File: src/rtl/cnn_layer_sequencer_pkg.sv
// Shared state encodings, error codes and width helpers for the CNN layer sequencer.
// Pure definitions: no latency, no flow control.
package cnn_layer_sequencer_pkg;

  localparam int StateLength = 3;

  // Idle/Init keep their historical codes; the calculate phase is split into load/issue/wait.
  typedef enum logic [StateLength-1:0] {
    ST_IDLE  = 3'd0,
    ST_INIT  = 3'd1,
    ST_LOAD  = 3'd2,
    ST_ISSUE = 3'd3,
    ST_WAIT  = 3'd4,
    ST_NEXT  = 3'd5,
    ST_FIN   = 3'd6,
    ST_ERR   = 3'd7
  } state_e;

  localparam logic [1:0] ERR_NONE    = 2'd0;
  localparam logic [1:0] ERR_TIMEOUT = 2'd1;
  localparam logic [1:0] ERR_ABORT   = 2'd2;
  localparam logic [1:0] ERR_PROTO   = 2'd3;

  function automatic int layer_w(input int n);
    return (n > 1) ? $clog2(n) : 1;
  endfunction

endpackage

File: src/rtl/cnn_seq_watchdog.sv
// Consecutive-cycle watchdog: expired is combinational on the TIMEOUT-th enabled cycle.
// No backpressure; clear or a low enable restarts the count, TIMEOUT=0 never expires.
module cnn_seq_watchdog #(
  parameter int TIMEOUT = 1024
) (
  input  logic clk,
  input  logic rst,
  input  logic clear,
  input  logic enable,
  output logic expired
);

  generate
    if (TIMEOUT == 0) begin : g_off
      logic w_unused;
      assign w_unused = ^{clk, rst, clear, enable};
      assign expired  = 1'b0;
    end else begin : g_on
      localparam int W = $clog2(TIMEOUT + 1);
      logic [W-1:0] r_cnt;

      always_ff @(posedge clk or negedge rst) begin
        if (!rst) begin
          r_cnt <= '0;
        end else if (clear || !enable) begin
          r_cnt <= '0;
        end else if (r_cnt != W'(TIMEOUT)) begin
          r_cnt <= r_cnt + W'(1);
        end
      end

      // r_cnt counts the enabled cycles already completed, so this fires on the TIMEOUT-th one.
      assign expired = enable && (r_cnt == W'(TIMEOUT - 1));
    end
  endgenerate

endmodule

File: src/rtl/cnn_layer_sequencer.sv
// Run controller: per layer a weight-load req/ack, then tiles via tile_valid/tile_ready and calc_done.
// Outputs decode registered state (no comb paths from inputs); load_req/tile_valid hold until acknowledged.
module cnn_layer_sequencer
  import cnn_layer_sequencer_pkg::*;
#(
  parameter int NUM_LAYERS = 3,
  parameter int CNT_W      = 16,
  parameter int TIMEOUT    = 1024,
  parameter int LAYER_W    = layer_w(NUM_LAYERS)
) (
  input  logic                        clk,
  input  logic                        rst,
  input  logic                        startFlag,
  input  logic                        abort,
  input  logic [NUM_LAYERS*CNT_W-1:0] tile_cnt_cfg,
  output logic [LAYER_W-1:0]          layer_idx,
  output logic [CNT_W-1:0]            tile_idx,
  output logic                        load_req,
  input  logic                        load_done,
  output logic                        tile_valid,
  input  logic                        tile_ready,
  input  logic                        calc_done,
  output logic                        busy,
  output logic                        done,
  output logic                        err,
  output logic [1:0]                  err_code
);

  state_e                             r_state;
  state_e                             w_next;
  logic   [LAYER_W-1:0]               r_layer;
  logic   [LAYER_W-1:0]               w_layer_nxt;
  logic   [CNT_W-1:0]                 r_tile;
  logic   [CNT_W-1:0]                 w_tile_nxt;
  logic   [NUM_LAYERS-1:0][CNT_W-1:0] r_tiles;
  logic                               r_err;
  logic                               w_err_nxt;
  logic   [1:0]                       r_err_code;
  logic   [1:0]                       w_err_code_nxt;

  logic   [CNT_W-1:0]                 w_cur_tiles;
  logic                               w_zero_layer;
  logic                               w_last_tile;
  logic                               w_last_layer;
  logic                               w_wd_enable;
  logic                               w_wd_clear;
  logic                               w_wd_expired;

  assign w_cur_tiles  = r_tiles[r_layer];
  assign w_zero_layer = (w_cur_tiles == '0);
  assign w_last_tile  = (r_tile == w_cur_tiles - CNT_W'(1));
  assign w_last_layer = (r_layer == LAYER_W'(NUM_LAYERS - 1));
  assign w_wd_enable  = (r_state == ST_LOAD) || (r_state == ST_ISSUE) || (r_state == ST_WAIT);
  assign w_wd_clear   = (w_next != r_state);

  cnn_seq_watchdog #(
    .TIMEOUT (TIMEOUT)
  ) u_watchdog (
    .clk     (clk),
    .rst     (rst),
    .clear   (w_wd_clear),
    .enable  (w_wd_enable),
    .expired (w_wd_expired)
  );

  always_comb begin
    w_next         = r_state;
    w_layer_nxt    = r_layer;
    w_tile_nxt     = r_tile;
    w_err_nxt      = r_err;
    w_err_code_nxt = r_err_code;

    if (r_state == ST_IDLE) begin
      if (startFlag) begin
        w_next         = ST_INIT;
        w_layer_nxt    = '0;
        w_tile_nxt     = '0;
        w_err_nxt      = 1'b0;
        w_err_code_nxt = ERR_NONE;
      end
    end else if (r_state == ST_ERR) begin
      w_next = ST_IDLE;
    end else if (abort) begin
      w_next         = ST_ERR;
      w_err_nxt      = 1'b1;
      w_err_code_nxt = ERR_ABORT;
    end else if (w_wd_expired) begin
      w_next         = ST_ERR;
      w_err_nxt      = 1'b1;
      w_err_code_nxt = ERR_TIMEOUT;
    end else if (calc_done && ((r_state == ST_LOAD) || (r_state == ST_ISSUE))) begin
      // A result can only legitimately arrive while a tile is outstanding.
      w_next         = ST_ERR;
      w_err_nxt      = 1'b1;
      w_err_code_nxt = ERR_PROTO;
    end else begin
      case (r_state)
        ST_INIT: w_next = ST_LOAD;
        ST_LOAD: begin
          if (w_zero_layer) begin
            w_next = ST_NEXT;
          end else if (load_done) begin
            w_next = ST_ISSUE;
          end
        end
        ST_ISSUE: begin
          if (tile_ready) begin
            w_next = ST_WAIT;
          end
        end
        ST_WAIT: begin
          if (calc_done) begin
            if (w_last_tile) begin
              w_tile_nxt = '0;
              w_next     = ST_NEXT;
            end else begin
              w_tile_nxt = r_tile + CNT_W'(1);
              w_next     = ST_ISSUE;
            end
          end
        end
        ST_NEXT: begin
          if (w_last_layer) begin
            w_next = ST_FIN;
          end else begin
            w_layer_nxt = r_layer + LAYER_W'(1);
            w_next      = ST_LOAD;
          end
        end
        default: w_next = ST_IDLE;
      endcase
    end
  end

  always_ff @(posedge clk or negedge rst) begin
    if (!rst) begin
      r_state    <= ST_IDLE;
      r_layer    <= '0;
      r_tile     <= '0;
      r_err      <= 1'b0;
      r_err_code <= ERR_NONE;
      r_tiles    <= '0;
    end else begin
      r_state    <= w_next;
      r_layer    <= w_layer_nxt;
      r_tile     <= w_tile_nxt;
      r_err      <= w_err_nxt;
      r_err_code <= w_err_code_nxt;
      if (r_state == ST_INIT) begin
        for (int i = 0; i < NUM_LAYERS; i++) begin
          r_tiles[i] <= tile_cnt_cfg[i*CNT_W +: CNT_W];
        end
      end
    end
  end

  assign layer_idx  = r_layer;
  assign tile_idx   = r_tile;
  assign load_req   = (r_state == ST_LOAD) && !w_zero_layer;
  assign tile_valid = (r_state == ST_ISSUE);
  assign busy       = (r_state != ST_IDLE);
  assign done       = (r_state == ST_FIN);
  assign err        = r_err;
  assign err_code   = r_err_code;

endmodule

File: config.mk
export PLATFORM = sky130hd
export DESIGN_NAME = cnn_layer_sequencer
export DESIGN_NICKNAME = d
export VERILOG_FILES = /design/src/rtl/cnn_layer_sequencer_pkg.sv /design/src/rtl/cnn_seq_watchdog.sv /design/src/rtl/cnn_layer_sequencer.sv
export SDC_FILE = /design/constraint.sdc
export NUM_CORES = 1
export LEC_CHECK = 0
export CAP_MARGIN = 20
export CORE_MARGIN = 5
export CORE_UTILIZATION = 45
export CTS_CLUSTER_DIAMETER = 80
export CTS_CLUSTER_SIZE = 10
export DETAILED_ROUTE_END_ITERATION = 8
export PLACE_DENSITY_LB_ADDON = 0.05
export RECOVER_POWER = 50
export SYNTH_ARGS = -nofsm -noshare
export SYNTH_HDL_FRONTEND = slang
export SYNTH_SLANG_ARGS = --single-unit
File: constraint.sdc
create_clock -name clk -period 3.9 [get_ports clk]
set_input_delay 0.78 -clock clk [delete_from_list [all_inputs] [get_ports clk]]
set_output_delay 0.78 -clock clk [all_outputs]
set_load 0.02 [all_outputs]
==> out/results.txt <==
vias: 3784
Hold Path Depth: 1
Ant. Diodes: 0
global route overflow: 0
sequential element share of the synthesized area: 42.4%
Synth async-reset ratio: 100%
post-route insts no fill: 696
final core occ: 56.5%
PD cells: 749 mW/mm^2
Total Wirelength: 11500 um
TritonCTS clock tree: yes
Starting Density: 45.6%
mapped cell area: 0.00490 mm^2
Post-synth EDFFs: 0
Die X-Extent: 114 um
Setup TNS Final: 0 ps
reg2reg end: tile_idx[3]
wire per inst: 16.5 um
ratio of cells with drive above 1 in the final layout: 20.7%
TritonRoute pass-1 iters: 4
P_leak: 2.53 nW
Relative slew margins: -30.1%
hpwl dp: 8760 um
pin count of the biggest net entering global routing: 84
Hold Path Sink: r_tiles[33]
clk_lat worst skew: 360 ps
worst slew pin tran: 1950 ps
maximum clock rate: 272 MHz
clk sinks: 83
total CTS buffers: 9
crit path launch type: flop
Final GP Congestion: 0.873
DRC viols: 0
Final Hold Viols: 0
distinct cell type count after synthesis: 76
height of the die: 114 um
r2r worst-path depth: 13
Period minus WS final: 3680 ps
drt via density: 5.44
Worst Hold Launch: r_tiles[33]
Max Cap Violations: 1
slowest CP cell: or4_4
Largest stage delay, worst path: 560 ps
CP Class: flop to output port
GRT Util Overall: 18.7%
Crit path required time: 3120 ps
FP Rows: 38
CP bufs+invs: 2
Setup violations, final: 0
worst-path maximum fanout: 10
clk buf depth: 2
max-slew violations: 36
failing checks: max-capacitance violations, max-slew violations
maximum vdd drop: 0.000385 V
vias in the first global route: 3913
dpl cells: 677
Root Buffer: clkbuf_8
HP Class: flop to flop
clock transition at the registers of the reported paths: 90 ps
Core Box Area: 0.0107 mm^2
Syn Nets: 528
Worst R2R Start: layer_idx[1]
RSZ-0062 raised after global routing: no
1st-iter DRT viols: 175
Routed Antenna Nets: 0
Layout Skew: 15.8 ps
outcome: complete, but fails checks
I/O Buffers: 79
CP delay by family, top: simple AND/OR/NAND/NOR gates
Final Cycle Share: 94.3%
critical path endpoint category: output port
Yosys reg bits: 83
syn avg cell area: 10.5 um^2
crit-path cells: buf_4 -> mux2_2 -> a22oi_2 -> and4_1 -> nand2_1 -> or4_4 -> nor2b_1 -> dlygate4sd2_1
first-pass GRT wire length: 19700 um
YS warnings: 0
register-to-register setup slack: 360 ps
Cells after Synth: 467
Die Area: 0.0131 mm^2
htree depth: 3
Area Growth Syn to Fin: 23.8%
# nets final: 612
# IOs: 80
top_reg_cell synth: dfrtp_1
initial antenna violation count: 0
worst path arrival time: 2900 ps
WHS: 512 ps
## state kept, by name, summed over array words and instances, names as in the netlist
signal / cells
r_tiles: 48
err_code: 2
layer_idx: 2
u_watchdog.g_on.r_cnt: 11
err: 1
r_state: 3
tile_idx: 16
## timing repair
action | CTS | global route
resized for setup | 3 | 0
endpoints found under the setup margin | 1 | 0
buffers inserted | 1 | 0
hold buffers | 0 | 0
## placed cells by master (no fill, tap or decap), drive strengths merged, types with 7 or more instances in the layout
| cell type | instances |
|---|---|
| inv | 13 |
| mux2 | 56 |
| nor4 | 7 |
| xor2 | 18 |
| o21ai | 16 |
| nand3 | 9 |
| nor2 | 40 |
| xnor2 | 21 |
| a21oi | 20 |
| buf | 12 |
| mux2i | 13 |
| clkdlybuf4s50 | 77 |
| nand2 | 52 |
| and3 | 11 |
| clkbuf | 13 |
| dfrtp | 83 |
| nand4 | 14 |
## logic make-up (layout without fill, tap and decap cells)
kind of cell    after synthesis  after routing  synth area share, %
simple gates                163            163                 17.0
flops                        83             83                 42.4
compound gates               76             76                 12.6
mux                          69             69                 16.0
xor+xnor                     39             39                 7.12
buf+inv                      31            120                 3.32
fa+ha+maj                     6              6                 1.53
## power breakdown
group	switching, W	leakage, nW	total, W	internal (W)
sequential	0.000310	1.04	0.00148	0.00117
clock	0.000334	0.103	0.000654	0.000320
combinational	0.00122	1.39	0.00241	0.00119
## layer usage
metal / wire length, um / global-route usage [%] / share of wire [%] / vias up
met4: 162 / 6.49 / 1.4 / 0
met1: 5540 / 26.4 / 48 / 1842
met5: 0 / 0 / 0 / -
li1: - / - / - / 1847
met2: 5320 / 29.3 / 46 / 83
met3: 493 / 3.07 / 4.3 / 12
## layout make-up
class / instances / area [um^2]
Clock buffer: 10 / 138
Clock inverter: 6 / 72.6
Fill cell: 992 / 4680
Inverter: 11 / 41.3
Multi-Input combinational cell: 353 / 2670
Sequential cell: 83 / 2080
Tap cell: 140 / 175
Timing Repair Buffer: 93 / 896
## worst max path at each step
stage / start / end / slack (ps) / depth (start not counted)
3_3_place_gp: layer_idx[1] / load_req / 350 / 8
2_1_floorplan: layer_idx[1] / tile_idx[3] / 540 / 13
5_1_grt: layer_idx[1] / load_req / 40 / 8
3_5_place_dp: layer_idx[1] / load_req / 340 / 8
6_report: layer_idx[1] / load_req / 220 / 8
4_1_cts: layer_idx[1] / load_req / 190 / 8
## stage by stage
step	area (um^2)	power (W)	setup WS [ps]
finish	6070	0.00455	221
global route	6070	0.00490	37.3
CTS	6060	0.00459	191
detailed placement	5840	0.00390	339
global placement	5840	0.00387	352
floorplan	4900	0.00326	544
## cells in the mapped netlist (2+ instances only)
cell type  instances  area [um^2]
a21o_1             3         22.5
a21oi_1           19         95.1
a22o_1             2         17.5
a22oi_2            3         37.5
a2bb2oi_1          2         17.5
a31oi_1            2         12.5
and3_1            10         62.6
buf_1              3         11.3
buf_4              4         30.0
buf_6              2         22.5
clkbuf_1          10         37.5
dfrtp_1           83         2080
ha_1               6         75.1
inv_1             10         37.5
mux2_1             2         22.5
mux2_2            53          597
mux2i_1           10          100
mux2i_2            2         27.5
nand2_1           52          195
nand2b_1           4         25.0
nand3_1            9         45.0
nand4_1           14         87.6
nor2_1            39          146
nor2b_1            2         12.5
nor3_1             6         30.0
nor3b_1            3         22.5
nor4_1             6         37.5
o21ai_0           13         65.1
o21ai_1            3         15.0
o21bai_1           2         15.0
o2bb2ai_2          4         60.1
o31ai_1            2         15.0
or2_2              3         18.8
xnor2_1           20          175
xor2_1            18          158
No activity file was read; power rests on OpenSTA's default activity.
